File: src/rtl/mem_write_arbiter_if.sv
// rtl/mem_write_arbiter_if.sv - requester, clear and memory-port bundle for the write arbiter
interface mem_write_arbiter_if #(
   parameter int A = 9,
   parameter int S = 24
) ();
   logic         req0;
   logic         req1;
   logic [A-1:0] addr0;
   logic [A-1:0] addr1;
   logic [S-1:0] data0;
   logic [S-1:0] data1;
   logic         ack0;
   logic         ack1;
   logic         clear_req;
   logic         clear_done;
   logic [A-1:0] mem_address;
   logic [S-1:0] mem_data;
   logic         mem_wren;
   logic         mem_clear;
   logic         busy;

   modport master (
      output req0, req1, addr0, addr1, data0, data1, clear_req,
      input  ack0, ack1, clear_done, mem_address, mem_data, mem_wren, mem_clear, busy
   );

   modport slave (
      input  req0, req1, addr0, addr1, data0, data1, clear_req,
      output ack0, ack1, clear_done, mem_address, mem_data, mem_wren, mem_clear, busy
   );
endinterface

File: src/rtl/mem_write_arbiter.sv
// rtl/mem_write_arbiter.sv - two-requester round-robin memory write arbiter with priority clear
module mem_write_arbiter #(
   parameter int A = 9,
   parameter int S = 24
) (
   input logic                i_clk,
   input logic                i_rst_n,
   mem_write_arbiter_if.slave i_bus
);

   typedef enum logic [1:0] {
      ST_IDLE  = 2'd0,
      ST_WRITE = 2'd1,
      ST_CLEAR = 2'd2,
      ST_DONE  = 2'd3
   } state_t;

   state_t       r_state;
   logic         r_last_grant;
   logic         r_ack0;
   logic         r_ack1;
   logic         r_clear_done;
   logic         r_mem_wren;
   logic         r_mem_clear;
   logic         r_busy;
   logic [A-1:0] r_mem_address;
   logic [S-1:0] r_mem_data;

   logic w_elig0;
   logic w_elig1;
   logic w_clr_elig;
   logic w_grant;

   // A requester acked this cycle is still holding req; it must not be regranted.
   assign w_elig0    = i_bus.req0 & ~r_ack0;
   assign w_elig1    = i_bus.req1 & ~r_ack1;
   assign w_clr_elig = i_bus.clear_req & ~r_clear_done;
   assign w_grant    = (w_elig0 & w_elig1) ? ~r_last_grant : w_elig1;

   always_ff @(posedge i_clk or negedge i_rst_n) begin
      if (!i_rst_n) begin
         r_state       <= ST_IDLE;
         r_last_grant  <= 1'b1;
         r_ack0        <= 1'b0;
         r_ack1        <= 1'b0;
         r_clear_done  <= 1'b0;
         r_mem_wren    <= 1'b0;
         r_mem_clear   <= 1'b0;
         r_busy        <= 1'b0;
         r_mem_address <= '0;
         r_mem_data    <= '0;
      end else begin
         r_ack0       <= 1'b0;
         r_ack1       <= 1'b0;
         r_clear_done <= 1'b0;
         r_mem_wren   <= 1'b0;
         r_mem_clear  <= 1'b0;
         case (r_state)
            ST_CLEAR: begin
               r_state      <= ST_DONE;
               r_clear_done <= 1'b1;
               r_busy       <= 1'b1;
            end
            default: begin
               if (w_clr_elig) begin
                  r_state     <= ST_CLEAR;
                  r_mem_clear <= 1'b1;
                  r_busy      <= 1'b1;
               end else if (w_elig0 | w_elig1) begin
                  r_state      <= ST_WRITE;
                  r_mem_wren   <= 1'b1;
                  r_busy       <= 1'b1;
                  r_last_grant <= w_grant;
                  if (w_grant) begin
                     r_ack1        <= 1'b1;
                     r_mem_address <= i_bus.addr1;
                     r_mem_data    <= i_bus.data1;
                  end else begin
                     r_ack0        <= 1'b1;
                     r_mem_address <= i_bus.addr0;
                     r_mem_data    <= i_bus.data0;
                  end
               end else begin
                  r_state <= ST_IDLE;
                  r_busy  <= 1'b0;
               end
            end
         endcase
      end
   end

   assign i_bus.ack0        = r_ack0;
   assign i_bus.ack1        = r_ack1;
   assign i_bus.clear_done  = r_clear_done;
   assign i_bus.mem_wren    = r_mem_wren;
   assign i_bus.mem_clear   = r_mem_clear;
   assign i_bus.busy        = r_busy;
   assign i_bus.mem_address = r_mem_address;
   assign i_bus.mem_data    = r_mem_data;

endmodule

File: src/flat_wrapper.sv
// flat-port wrapper written by rule: the top's interface ports become plain ports
module mem_write_arbiter_flat 
#(
   parameter int A = 9,
   parameter int S = 24
)
  (i_clk, i_rst_n, i_bus_req0, i_bus_req1, i_bus_addr0, i_bus_addr1, i_bus_data0, i_bus_data1, i_bus_clear_req, i_bus_ack0, i_bus_ack1, i_bus_clear_done, i_bus_mem_address, i_bus_mem_data, i_bus_mem_wren, i_bus_mem_clear, i_bus_busy);
  mem_write_arbiter_if #(.A(A), .S(S)) i_bus_i ();
  input logic i_clk;
  input logic i_rst_n;
  input wire logic [$bits(i_bus_i.req0)-1:0] i_bus_req0;
  input wire logic [$bits(i_bus_i.req1)-1:0] i_bus_req1;
  input wire logic [$bits(i_bus_i.addr0)-1:0] i_bus_addr0;
  input wire logic [$bits(i_bus_i.addr1)-1:0] i_bus_addr1;
  input wire logic [$bits(i_bus_i.data0)-1:0] i_bus_data0;
  input wire logic [$bits(i_bus_i.data1)-1:0] i_bus_data1;
  input wire logic [$bits(i_bus_i.clear_req)-1:0] i_bus_clear_req;
  output wire logic [$bits(i_bus_i.ack0)-1:0] i_bus_ack0;
  output wire logic [$bits(i_bus_i.ack1)-1:0] i_bus_ack1;
  output wire logic [$bits(i_bus_i.clear_done)-1:0] i_bus_clear_done;
  output wire logic [$bits(i_bus_i.mem_address)-1:0] i_bus_mem_address;
  output wire logic [$bits(i_bus_i.mem_data)-1:0] i_bus_mem_data;
  output wire logic [$bits(i_bus_i.mem_wren)-1:0] i_bus_mem_wren;
  output wire logic [$bits(i_bus_i.mem_clear)-1:0] i_bus_mem_clear;
  output wire logic [$bits(i_bus_i.busy)-1:0] i_bus_busy;
  assign i_bus_i.req0 = i_bus_req0;
  assign i_bus_i.req1 = i_bus_req1;
  assign i_bus_i.addr0 = i_bus_addr0;
  assign i_bus_i.addr1 = i_bus_addr1;
  assign i_bus_i.data0 = i_bus_data0;
  assign i_bus_i.data1 = i_bus_data1;
  assign i_bus_i.clear_req = i_bus_clear_req;
  assign i_bus_ack0 = i_bus_i.ack0;
  assign i_bus_ack1 = i_bus_i.ack1;
  assign i_bus_clear_done = i_bus_i.clear_done;
  assign i_bus_mem_address = i_bus_i.mem_address;
  assign i_bus_mem_data = i_bus_i.mem_data;
  assign i_bus_mem_wren = i_bus_i.mem_wren;
  assign i_bus_mem_clear = i_bus_i.mem_clear;
  assign i_bus_busy = i_bus_i.busy;
  mem_write_arbiter #(.A(A), .S(S)) u_core (.i_clk(i_clk), .i_rst_n(i_rst_n), .i_bus(i_bus_i));
endmodule
File: config.mk
export PLATFORM = sky130hd
export DESIGN_NAME = mem_write_arbiter_flat
export DESIGN_NICKNAME = d
export VERILOG_FILES = /design/src/rtl/mem_write_arbiter_if.sv /design/src/rtl/mem_write_arbiter.sv /design/src/flat_wrapper.sv
export SDC_FILE = /design/constraint.sdc
export NUM_CORES = 1
export LEC_CHECK = 0
export ABC_AREA = 1
export CAP_MARGIN = 5
export CORE_ASPECT_RATIO = 0.8
export CORE_MARGIN = 3
export CORE_UTILIZATION = 40
export DETAILED_ROUTE_END_ITERATION = 16
export PLACE_DENSITY = 0.81
export REMOVE_ABC_BUFFERS = 1
export SETUP_SLACK_MARGIN = 0.1
export SKIP_CTS_REPAIR_TIMING = 1
export SLEW_MARGIN = 20
export SYNTH_ARGS = -nofsm -noshare
export SYNTH_HDL_FRONTEND = slang
export SYNTH_SLANG_ARGS = --single-unit
File: constraint.sdc
create_clock -name i_clk -period 2.1 [get_ports i_clk]
set_input_delay 0.315 -clock i_clk [delete_from_list [all_inputs] [get_ports i_clk]]
set_output_delay 0.315 -clock i_clk [all_outputs]
set_load 0.005 [all_outputs]
---- Yosys cells after proc, flatten, opt, wreduce, memory -nomap -nowiden ----
Index checks and enable logic that the tools add are counted.
word-level totals
  flip-flop bits (word level) ............. 42
  bits in latches ......................... 0
  bits in writable memories ............... 0
  memory bits (read-only) ................. 0
  output and inout port bits .............. 39
  memories kept ........................... 0
cells by class
  add/sub/neg operators ................... 0
  multipliers ............................. 0
  div/mod/pow operators ................... 0
  magnitude comparators ................... 0
  eq/ne operators ......................... 1
  shift-type cells ........................ 0
  mux-type cells .......................... 22
  bitwise gates (word level) .............. 11
  reductions and logical operators ........ 1
operators with widths
  kind                                  number
  2-to-1 mux 24 bit                     1
  2-to-1 mux 1 bit                      18
  2-to-1 mux 9 bit                      1
  inverter 1 bit                        6
  bitwise AND 1 bit                     4
  2-to-1 mux 2 bit                      2
  AND reduction 3 bit                   1
  == test 2 bit, second input constant  1
  OR 1 bit                              1

---- Logic depth before layout (Yosys ltp) ----
Gate-level depths: netlist of the first run.
  depth in word-level cells ............... 8
  depth in mapped cells ................... 9
  gate-level depth less buffers ........... 8

---- Worst setup path before layout of the first run ----
Ideal clock, no wire load.
  path type ............................... reg2reg
  start ................................... reg u_core.r_last_grant
  end ..................................... reg u_core.r_mem_address[5] (netlist: u_core.i_bus.mem_address[5])
  setup time .............................. 0.116 ns
  arrival time ............................ 1.056 ns
  data required time ...................... 1.984 ns
  path slack .............................. 0.928 ns
  cell stages (with the launch flop) ...... 7
  path buffers ............................ 1
  period minus slack after synthesis ...... 1.172 ns
  cell sequence ........................... dfstp_2 -> nand3_2 -> buf_2 -> nand3_1 -> nand2_1 -> nand2_1 -> nand2_1
on the way
  word-level cells in the longest chain between the ends .. 3
ends and longest elaborated chain
  what                    line                     RTL
  start, declared         mem_write_arbiter.sv:19  logic r_last_grant;
  start signal, assigned  mem_write_arbiter.sv:73  r_last_grant <= w_grant;
  inverter 1 bit          mem_write_arbiter.sv:38  assign w_grant = (w_elig0 & w_elig1) ? ~r_last_grant : w_elig1;
  2-to-1 mux 1 bit        mem_write_arbiter.sv:38
  2-to-1 mux 9 bit        mem_write_arbiter.sv:74  if (w_grant) begin
  end signal, assigned    mem_write_arbiter.sv:76  r_mem_address <= i_bus.addr1;
  end signal, assigned    mem_write_arbiter.sv:80  r_mem_address <= i_bus.addr0;
  end, declared           mem_write_arbiter.sv:26  logic [A-1:0] r_mem_address;
Every way passes these cells.
A chain may end at the register's enable or synchronous reset.

---- Worst setup path in the final report of the first run ----
  start ................................... reg u_core.r_ack1 (netlist: u_core.i_bus.ack1)
  end ..................................... out i_bus_ack1
RTL lines
  what                    line                     RTL
  start, declared         mem_write_arbiter.sv:21  logic r_ack1;
  start signal, assigned  mem_write_arbiter.sv:45  r_ack1 <= 1'b0;
  start signal, assigned  mem_write_arbiter.sv:54  r_ack1 <= 1'b0;
  start signal, assigned  mem_write_arbiter.sv:75  r_ack1 <= 1'b1;
  end, declared           flat_wrapper.sv:19       output wire logic [$bits(i_bus_i.ack1)-1:0] i_bus_ack1;
No word-level cell between the ends.

==> flow_summary.yaml, run 1 <==
clock_network:
  clk_latency_ns: 0.28
  clock-root-buffer: "clkbuf_8"
  cts_tree: "done"
  htreeDepth: 2
  numCtsBuffers: 5
  cts.sinks: 42
  clkTransAtPathRegs_ns: 0.07
  cts_buffer_depth: 2
floorplan:
  dieArea_sq_um: 6160
  coreArea_sq_um: 4820
  rows: 22
  die_w_microns: 87
  die_h_microns: 70.8
  io-pin-count: 110
  start_util_pct: 43.6
final_layout:
  fin_util_pct: 67.6
  largest_reg_flops: 24
  nets: 459
  num-fill-cells: 424
  diodes: 0
  area_growth_pct: 55.0
  post_route_cells_drive_above_1_share_pct: 5.41
sta:
  hold_violations: 0
  finalSetupViolations: 0
  rsz0062_at_grt: "false"
  maxSlewHeadroom_pct: 53.4
  tightestPinTransition_ns: 0.698
  setup_slack_ns: 0.539
  max_clock_freq_mhz: 640
  final_max_slew_viol_count: 0
  fin_crit_ns: 1.56
  finalCritPeriodShare_pct: 74.4
  finalSetupTns_ns: 0
  finClkSkew_ns: 0.00563
outcome:
  status: "completed"
worst_setup_path:
  critPathMaxStageDelay_ns: 0.53
  path_buf_inv: 1
  cp_max_fo: 3
  start_kind: "flop"
  critPathArrivalTime_ns: 1.25
  crit_chain: "clkdlybuf4s50_1"
  crit_type: "flop to primary output"
  cpMaxStageDelayCell: "clkdlybuf4s50_1"
  critical-path-top-delay-family: "buffers and inverters"
  endpoint_kind: "primary output"
  required_ns: 1.78
synthesis:
  ys_ff_latch: 42
  ys_seq_area_share_pct: 50.1
  synthCells: 281
  syn_area_sq_um: 2100
  yosys_warnings: 0
  syn-mean-instance-area_sq_um: 7.47
  synth.distinct_cells: 17
placed_design:
  pre_cts_slack_ns: 0.269
  io_buffers: 109
  post-dp-hpwl_microns: 4130
  place_congestion: 0.815
drt:
  wl_per_cell_microns: 12.7
  drt_first_pass_iters: 4
  drt-initial-drc-count: 90
  via_count: 2131
  ant_nets: 0
  wirelength_microns: 5680
  vias_per_cell: 4.76
  drcViolationCount: 0
power:
  p_leak_uw: 0.00166
  ir_worst_vdd_mv: 0.756
  powerDensity_nw_per_um2: 1170
grt:
  grt.total_usage_pct: 19.4
  grt_max_degree: 36
  gr-total-overflow: 0
  grt_pass1_wl_microns: 9400
  grt_antenna_before_repair: 0
  grt_pass1_vias: 2039
min_path:
  hold_path_class: "primary input to async pin"
run:
  maxCapViolCount: 0
cells in the final DEF, fill, tap and decap left out, types with 2 or more instances in the layout:
master / instances
nor2_1: 2
nand2_1: 172
inv_1: 6
inv_2: 2
buf_4: 6
clkbuf_1: 2
dfrtp_1: 41
nand3_1: 33
nand2_4: 2
clkbuf_8: 5
a21oi_1: 2
clkdlybuf4s50_1: 108
metal layers:
metal	global-route usage (%)	part of all wire (%)	vias to the layer above
met5	0	0	-
li1	-	-	1077
met1	25.5	42	962
met4	4.15	0.84	0
met3	7.45	12	5
met2	30.5	45	87
final cells by class:
cell class              instances  area [sq um]  share of cell area (%)
inverters                       9          36.3                    1.11
multi-input cells             215           883                    27.1
repair buffers                115          1130                    34.8
clock buffers                   7          76.3                    2.35
flip-flops and latches         42          1050                    32.3
well taps                      60          75.1                    2.31
synth_stat cells:
cell / number / area, sq um
buf_2: 3 / 15.0
inv_2: 2 / 7.51
nand3_2: 1 / 10.0
nand2_2: 1 / 6.26
a21oi_1: 2 / 10.0
nor2_1: 2 / 7.51
buf_6: 6 / 67.6
dfrtp_1: 41 / 1030
nand3_1: 33 / 165
buf_4: 6 / 45.0
inv_4: 1 / 6.26
nor2_4: 1 / 11.3
dfstp_2: 1 / 26.3
nand2_4: 2 / 22.5
inv_1: 6 / 22.5
nand2_1: 172 / 646
o21ai_1: 1 / 5.00
power breakdown:
part	switching (uW)	internal (uW)	total (uW)
logic	930	1010	1940
registers	198	1190	1390
clock network	245	229	474
worst paths after layout:
| path | from | to | slack [ns] | depth (start not counted) |
|---|---|---|---|---|
| hold / removal | i_rst_n | u_core.i_bus.mem_wren$_DFF_PN0_ | 0.07 | 1 |
| setup reg to reg | u_core.i_bus.ack0$_DFF_PN0_ | u_core.i_bus.mem_address[3]$_DFFE_PN0P_ | 0.71 | 7 |
| min in group i_clk | u_core.i_bus.mem_data[10]$_DFFE_PN0P_ | u_core.i_bus.mem_data[10]$_DFFE_PN0P_ | 0.48 | 2 |
| setup / recovery | u_core.i_bus.ack1$_DFF_PN0_ | i_bus_ack1 | 0.54 | 1 |
| hold reg to reg | u_core.i_bus.mem_data[10]$_DFFE_PN0P_ | u_core.i_bus.mem_data[10]$_DFFE_PN0P_ | 0.48 | 2 |
| max in group asynchronous | i_rst_n | u_core.i_bus.mem_address[6]$_DFFE_PN0P_ | 1.40 | 2 |
metrics by stage:
stage | hold slack, ns | power, uW | instances | instance area [sq um]
6_report | 0.0720 | 3800 | 448 | 3250
5_1_grt | 0.111 | 4150 | 448 | 3250
4_1_cts | 0.0991 | 3850 | 448 | 3250
3_5_place_dp | 0.410 | 3360 | 441 | 3180
3_3_place_gp | 0.399 | 3320 | 441 | 3180
2_1_floorplan | 0.0194 | 2230 | 266 | 1970
kinds of logic after synthesis:
kind of cell           synth area share [%]
DFF                                    50.1
AOI/OAI and AO/OA                     0.715
buffers and inverters                  7.81
and+or+nand+nor                        41.4
Note: power is estimated with default switching activity, not from simulation.
==> inputs of run 2 (changes only) <==
CORE_UTILIZATION = 39   (was 40)
PLACE_DENSITY = 0.79   (was 0.81)
clock period = 1.6 ns   (was 2.1 ns; I/O delays follow)
==> flow_summary.yaml, run 2 (synthesis results as in run 1) <==
outcome:
  status: "completed"
final_layout:
  layout_common_cells: "nand2_1, clkdlybuf4s50_1, dfrtp_1"
  diodes: 0
  regArea_sq_um: 1050
  num-fill-cells: 436
  nets: 464
  multiInputGateArea_sq_um: 883
  stdcell_area_sq_um: 3350
  largest_reg_flops: 24
  area_growth_pct: 59.6
  stdcell_count: 456
  post_route_cells_drive_above_1_share_pct: 7.11
  layout_commonest_cell: "nand2_1"
placed_design:
  post-dp-hpwl_microns: 4340
  place_congestion: 0.747
  io_buffers: 109
  dp.cells: 446
  postPlaceCellArea_sq_um: 3240
min_path:
  hold_path_class: "primary input to async pin"
clock_network:
  clkTransAtPathRegs_ns: 0.08
  cts_buffer_depth: 2
  cts.sinks: 42
  numCtsBuffers: 5
  clock-root-buffer: "clkbuf_8"
  htreeDepth: 2
  clk_latency_ns: 0.28
  cts_tree: "done"
power:
  p_leak_uw: 0.00171
  ir_worst_vdd_mv: 0.585
  powerDensity_nw_per_um2: 1540
floorplan:
  rows: 23
  io-pin-count: 110
  dieArea_sq_um: 6310
  coreArea_sq_um: 5090
  die_h_microns: 71.6
  die_w_microns: 88.0
  start_util_pct: 41.2
grt:
  gr-total-overflow: 0
  grt.total_usage_pct: 18.4
  grt_antenna_before_repair: 0
  grt_pass1_vias: 2036
  grt_max_degree: 35
  grt_pass1_wl_microns: 9200
worst_setup_path:
  critPathMaxStageDelay_ns: 0.52
  path_buf_inv: 1
  cp_max_fo: 3
  crit_type: "flop to primary output"
  crit_chain: "clkdlybuf4s50_1"
  r2r-start: "u_core.i_bus.ack1$_DFF_PN0_"
  critical-path-top-delay-family: "buffers and inverters"
  start_kind: "flop"
  startpoint: "u_core.i_bus.ack1$_DFF_PN0_"
  endpoint_kind: "primary output"
  required_ns: 1.36
  critPathArrivalTime_ns: 1.20
  cpMaxStageDelayCell: "clkdlybuf4s50_1"
drt:
  drt-initial-drc-count: 89
  drt_first_pass_iters: 4
  ant_nets: 0
  wl_per_cell_microns: 12.5
  wirelength_microns: 5710
  vias_per_cell: 4.59
  drcViolationCount: 0
  via_count: 2093
sta:
  finClkSkew_ns: 0.00693
  fin_crit_ns: 1.44
  hold_slack_ns: 0.445
  maxSlewHeadroom_pct: 68.3
  hold_violations: 0
  finalSetupViolations: 0
  final_max_slew_viol_count: 0
  rsz0062_at_grt: "false"
  finalSetupTns_ns: 0
  finalCritPeriodShare_pct: 89.7
  max_clock_freq_mhz: 696
  tightestPinTransition_ns: 0.476
run:
  maxCapViolCount: 0
## run 2: layout make-up
| class | count | share of cell area (%) |
|---|---|---|
| repair buffers | 120 | 36.1 |
| flip-flops and latches | 42 | 31.4 |
| multi-input cells | 215 | 26.4 |
| clock buffers | 7 | 2.58 |
| well taps | 62 | 2.32 |
| inverters | 9 | 1.08 |
| clock inverters | 1 | 0.149 |
## run 2: metal layers
layer,vias to the layer above,global-route usage [%],wire [microns]
met2,62,30.6,2650
li1,1083,-,-
met5,-,0,0
met1,943,23.6,2550
met4,0,3.02,30
met3,5,6.90,482
## run 2: report_power, final
| group | switching, uW | leakage, uW | internal, uW |
|---|---|---|---|
| logic | 1260 | 0.00114 | 1410 |
| clock network | 330 | 0.0000482 | 348 |
| registers | 258 | 0.000518 | 1570 |
| total | 1850 | 0.00171 | 3320 |
## run 2: final timing paths
check,to,slack [ns],cells past startpoint
setup / recovery,i_bus_ack1,0.16,1
hold / removal,u_core.i_bus.mem_data[11]$_DFFE_PN0P_,0.45,2
setup reg to reg,u_core.i_bus.mem_data[11]$_DFFE_PN0P_,0.25,8
hold reg to reg,u_core.i_bus.mem_address[5]$_DFFE_PN0P_,0.48,2
max in group asynchronous,u_core.i_bus.mem_data[14]$_DFFE_PN0P_,0.67,3
min in group i_clk,u_core.i_bus.mem_address[5]$_DFFE_PN0P_,0.48,2
## run 2: stage by stage
stage          total power [uW]  utilization (%)  setup WS (ns)
6_report                   5170             65.8          0.164
5_1_grt                    5600             65.8          0.124
3_5_place_dp               4520             63.6        -0.0109
3_3_place_gp               4440             63.6         0.0318
4_1_cts                    5220             65.4         0.0879
2_1_floorplan              2920                -       -0.00725
==> inputs of run 3 (changes only) <==
CELL_PAD_IN_SITES_DETAIL_PLACEMENT = 1   (was unset)
CELL_PAD_IN_SITES_GLOBAL_PLACEMENT = 1   (was unset)
CORE_UTILIZATION = 27   (was 39)
PLACE_DENSITY = 0.91   (was 0.79)
==> flow_summary.yaml, run 3 (synthesis results as in run 1) <==
outcome:
  status: "completed"
final_layout:
  largest_reg_flops: 24
  diodes: 0
  post_route_cells_drive_above_1_share_pct: 7.12
  area_growth_pct: 63.2
  nets: 463
  layout_common_cells: "nand2_1, clkdlybuf4s50_1, dfrtp_1"
  stdcell_count: 498
  layout_commonest_cell: "nand2_1"
worst_setup_path:
  critPathMaxStageDelay_ns: 0.51
  rr_endpoint: "u_core.i_bus.mem_data[18]$_DFFE_PN0P_"
  reg2regPathDepth: 7
  critical-path-top-delay-family: "buffers and inverters"
  path_buf_inv: 1
  r2r_slack_ns: 0.26
  critPathArrivalTime_ns: 1.20
  required_ns: 1.36
  crit_type: "flop to primary output"
  cpMaxStageDelayCell: "clkdlybuf4s50_1"
  endpoint_kind: "primary output"
  crit_chain: "clkdlybuf4s50_1"
  start_kind: "flop"
  cp_max_fo: 3
  r2r-start: "u_core.i_bus.ack1$_DFF_PN0_"
grt:
  grt.total_usage_pct: 16.1
  grt_pass1_wl_microns: 11700
  grt_pass1_vias: 2375
  grt_max_degree: 35
  grt_use_met1_pct: 20.3
  top_usage_layer: "met2"
  gr-total-overflow: 0
  grt_util_met2_pct: 27.8
  gr-usage-met3_pct: 4.94
  grt_antenna_before_repair: 0
drt:
  wirelength_microns: 6900
  wl_per_cell_microns: 13.9
  drt_first_pass_iters: 4
  via_count: 2195
  drt-initial-drc-count: 79
  ant_nets: 0
  vias_per_cell: 4.41
  drcViolationCount: 0
min_path:
  hold_path_class: "primary input to async pin"
clock_network:
  cts_tree: "done"
  cts.sinks: 42
  htreeDepth: 2
  clkTransAtPathRegs_ns: 0.08
  clock-root-buffer: "clkbuf_8"
  numCtsBuffers: 5
  clk_latency_ns: 0.29
  cts_buffer_depth: 2
floorplan:
  start_util_pct: 28.1
  die_h_microns: 84.9
  die_w_microns: 105
  rows: 28
  coreArea_sq_um: 7460
  io-pin-count: 110
  dieArea_sq_um: 8880
sta:
  final_max_slew_viol_count: 0
  finalCritPeriodShare_pct: 90.0
  tightestPinTransition_ns: 0.495
  max_clock_freq_mhz: 694
  hold_violations: 0
  fin_crit_ns: 1.44
  finalSetupViolations: 0
  rsz0062_at_grt: "false"
  finClkSkew_ns: 0.00986
  maxSlewHeadroom_pct: 67.0
placed_design:
  post-dp-hpwl_microns: 5260
  io_buffers: 109
  place_congestion: 0.754
  dp.cells: 488
power:
  powerDensity_nw_per_um2: 1550
  total_power_uw: 5300
  p_leak_uw: 0.00171
  ir_worst_vdd_mv: 0.454
run:
  maxCapViolCount: 0
==> run 3: cell count changes in the layout (fill, tap and decap cells not counted), sizes merged <==
cell	delta
buf	-1
clkbuf	-1
clkinvlp	+1
==> run 3: power by group <==
| group | total [uW] | internal, uW | switching, uW |
|---|---|---|---|
| Clock | 708 | 347 | 361 |
| Combinational | 2750 | 1440 | 1310 |
| Sequential | 1840 | 1570 | 278 |
| Total | 5300 | 3350 | 1950 |
==> run 3: per-layer routing <==
layer,wire [microns],share of wire [%]
met3,468,6.8
met1,3030,44
met2,3380,49
met5,0,0
met4,17,0.25
==> run 3: worst max-delay path by stage <==
stage / depth (start not counted) / from / end / slack, ns
final: 1 / u_core.i_bus.ack1$_DFF_PN0_ / i_bus_ack1 / 0.16
after global routing: 1 / u_core.i_bus.ack1$_DFF_PN0_ / i_bus_ack1 / 0.11
after CTS: 1 / u_core.i_bus.ack1$_DFF_PN0_ / i_bus_ack1 / 0.06
after detailed placement: 7 / i_bus_req0 / u_core.i_bus.mem_data[16]$_DFFE_PN0P_ / -0.01
after global placement: 9 / i_bus_req1 / u_core.i_bus.mem_address[8]$_DFFE_PN0P_ / 0.07
after floorplan: 6 / u_core.r_last_grant$_DFFE_PN1P_ / u_core.i_bus.mem_address[0]$_DFFE_PN0P_ / -0.007
==> run 3: cell type report <==
cell class                 instances  area, sq um
fill                             921         4040
timing repair buffer             119         1230
sequential                        42         1050
multi-input combinational        215          883
tap                              105          131
clock buffer                       6         82.6
inverter                           9         36.3
clock inverter                     2         12.5
==> run 3: through the flow <==
stage / setup TNS (ns) / util [%] / instance area [sq um] / worst slack [ns] / hold slack [ns]
finish: 0 / 45.9 / 3430 / 0.160 / 0.440
global route: 0 / 45.9 / 3430 / 0.113 / 0.486
CTS: 0 / 45.7 / 3410 / 0.0558 / -0.0824
detailed placement: -0.0652 / 44.4 / 3310 / -0.0128 / 0.237
global placement: 0 / 44.4 / 3310 / 0.0738 / 0.227
floorplan: -0.239 / - / 1970 / -0.00725 / -0.0556
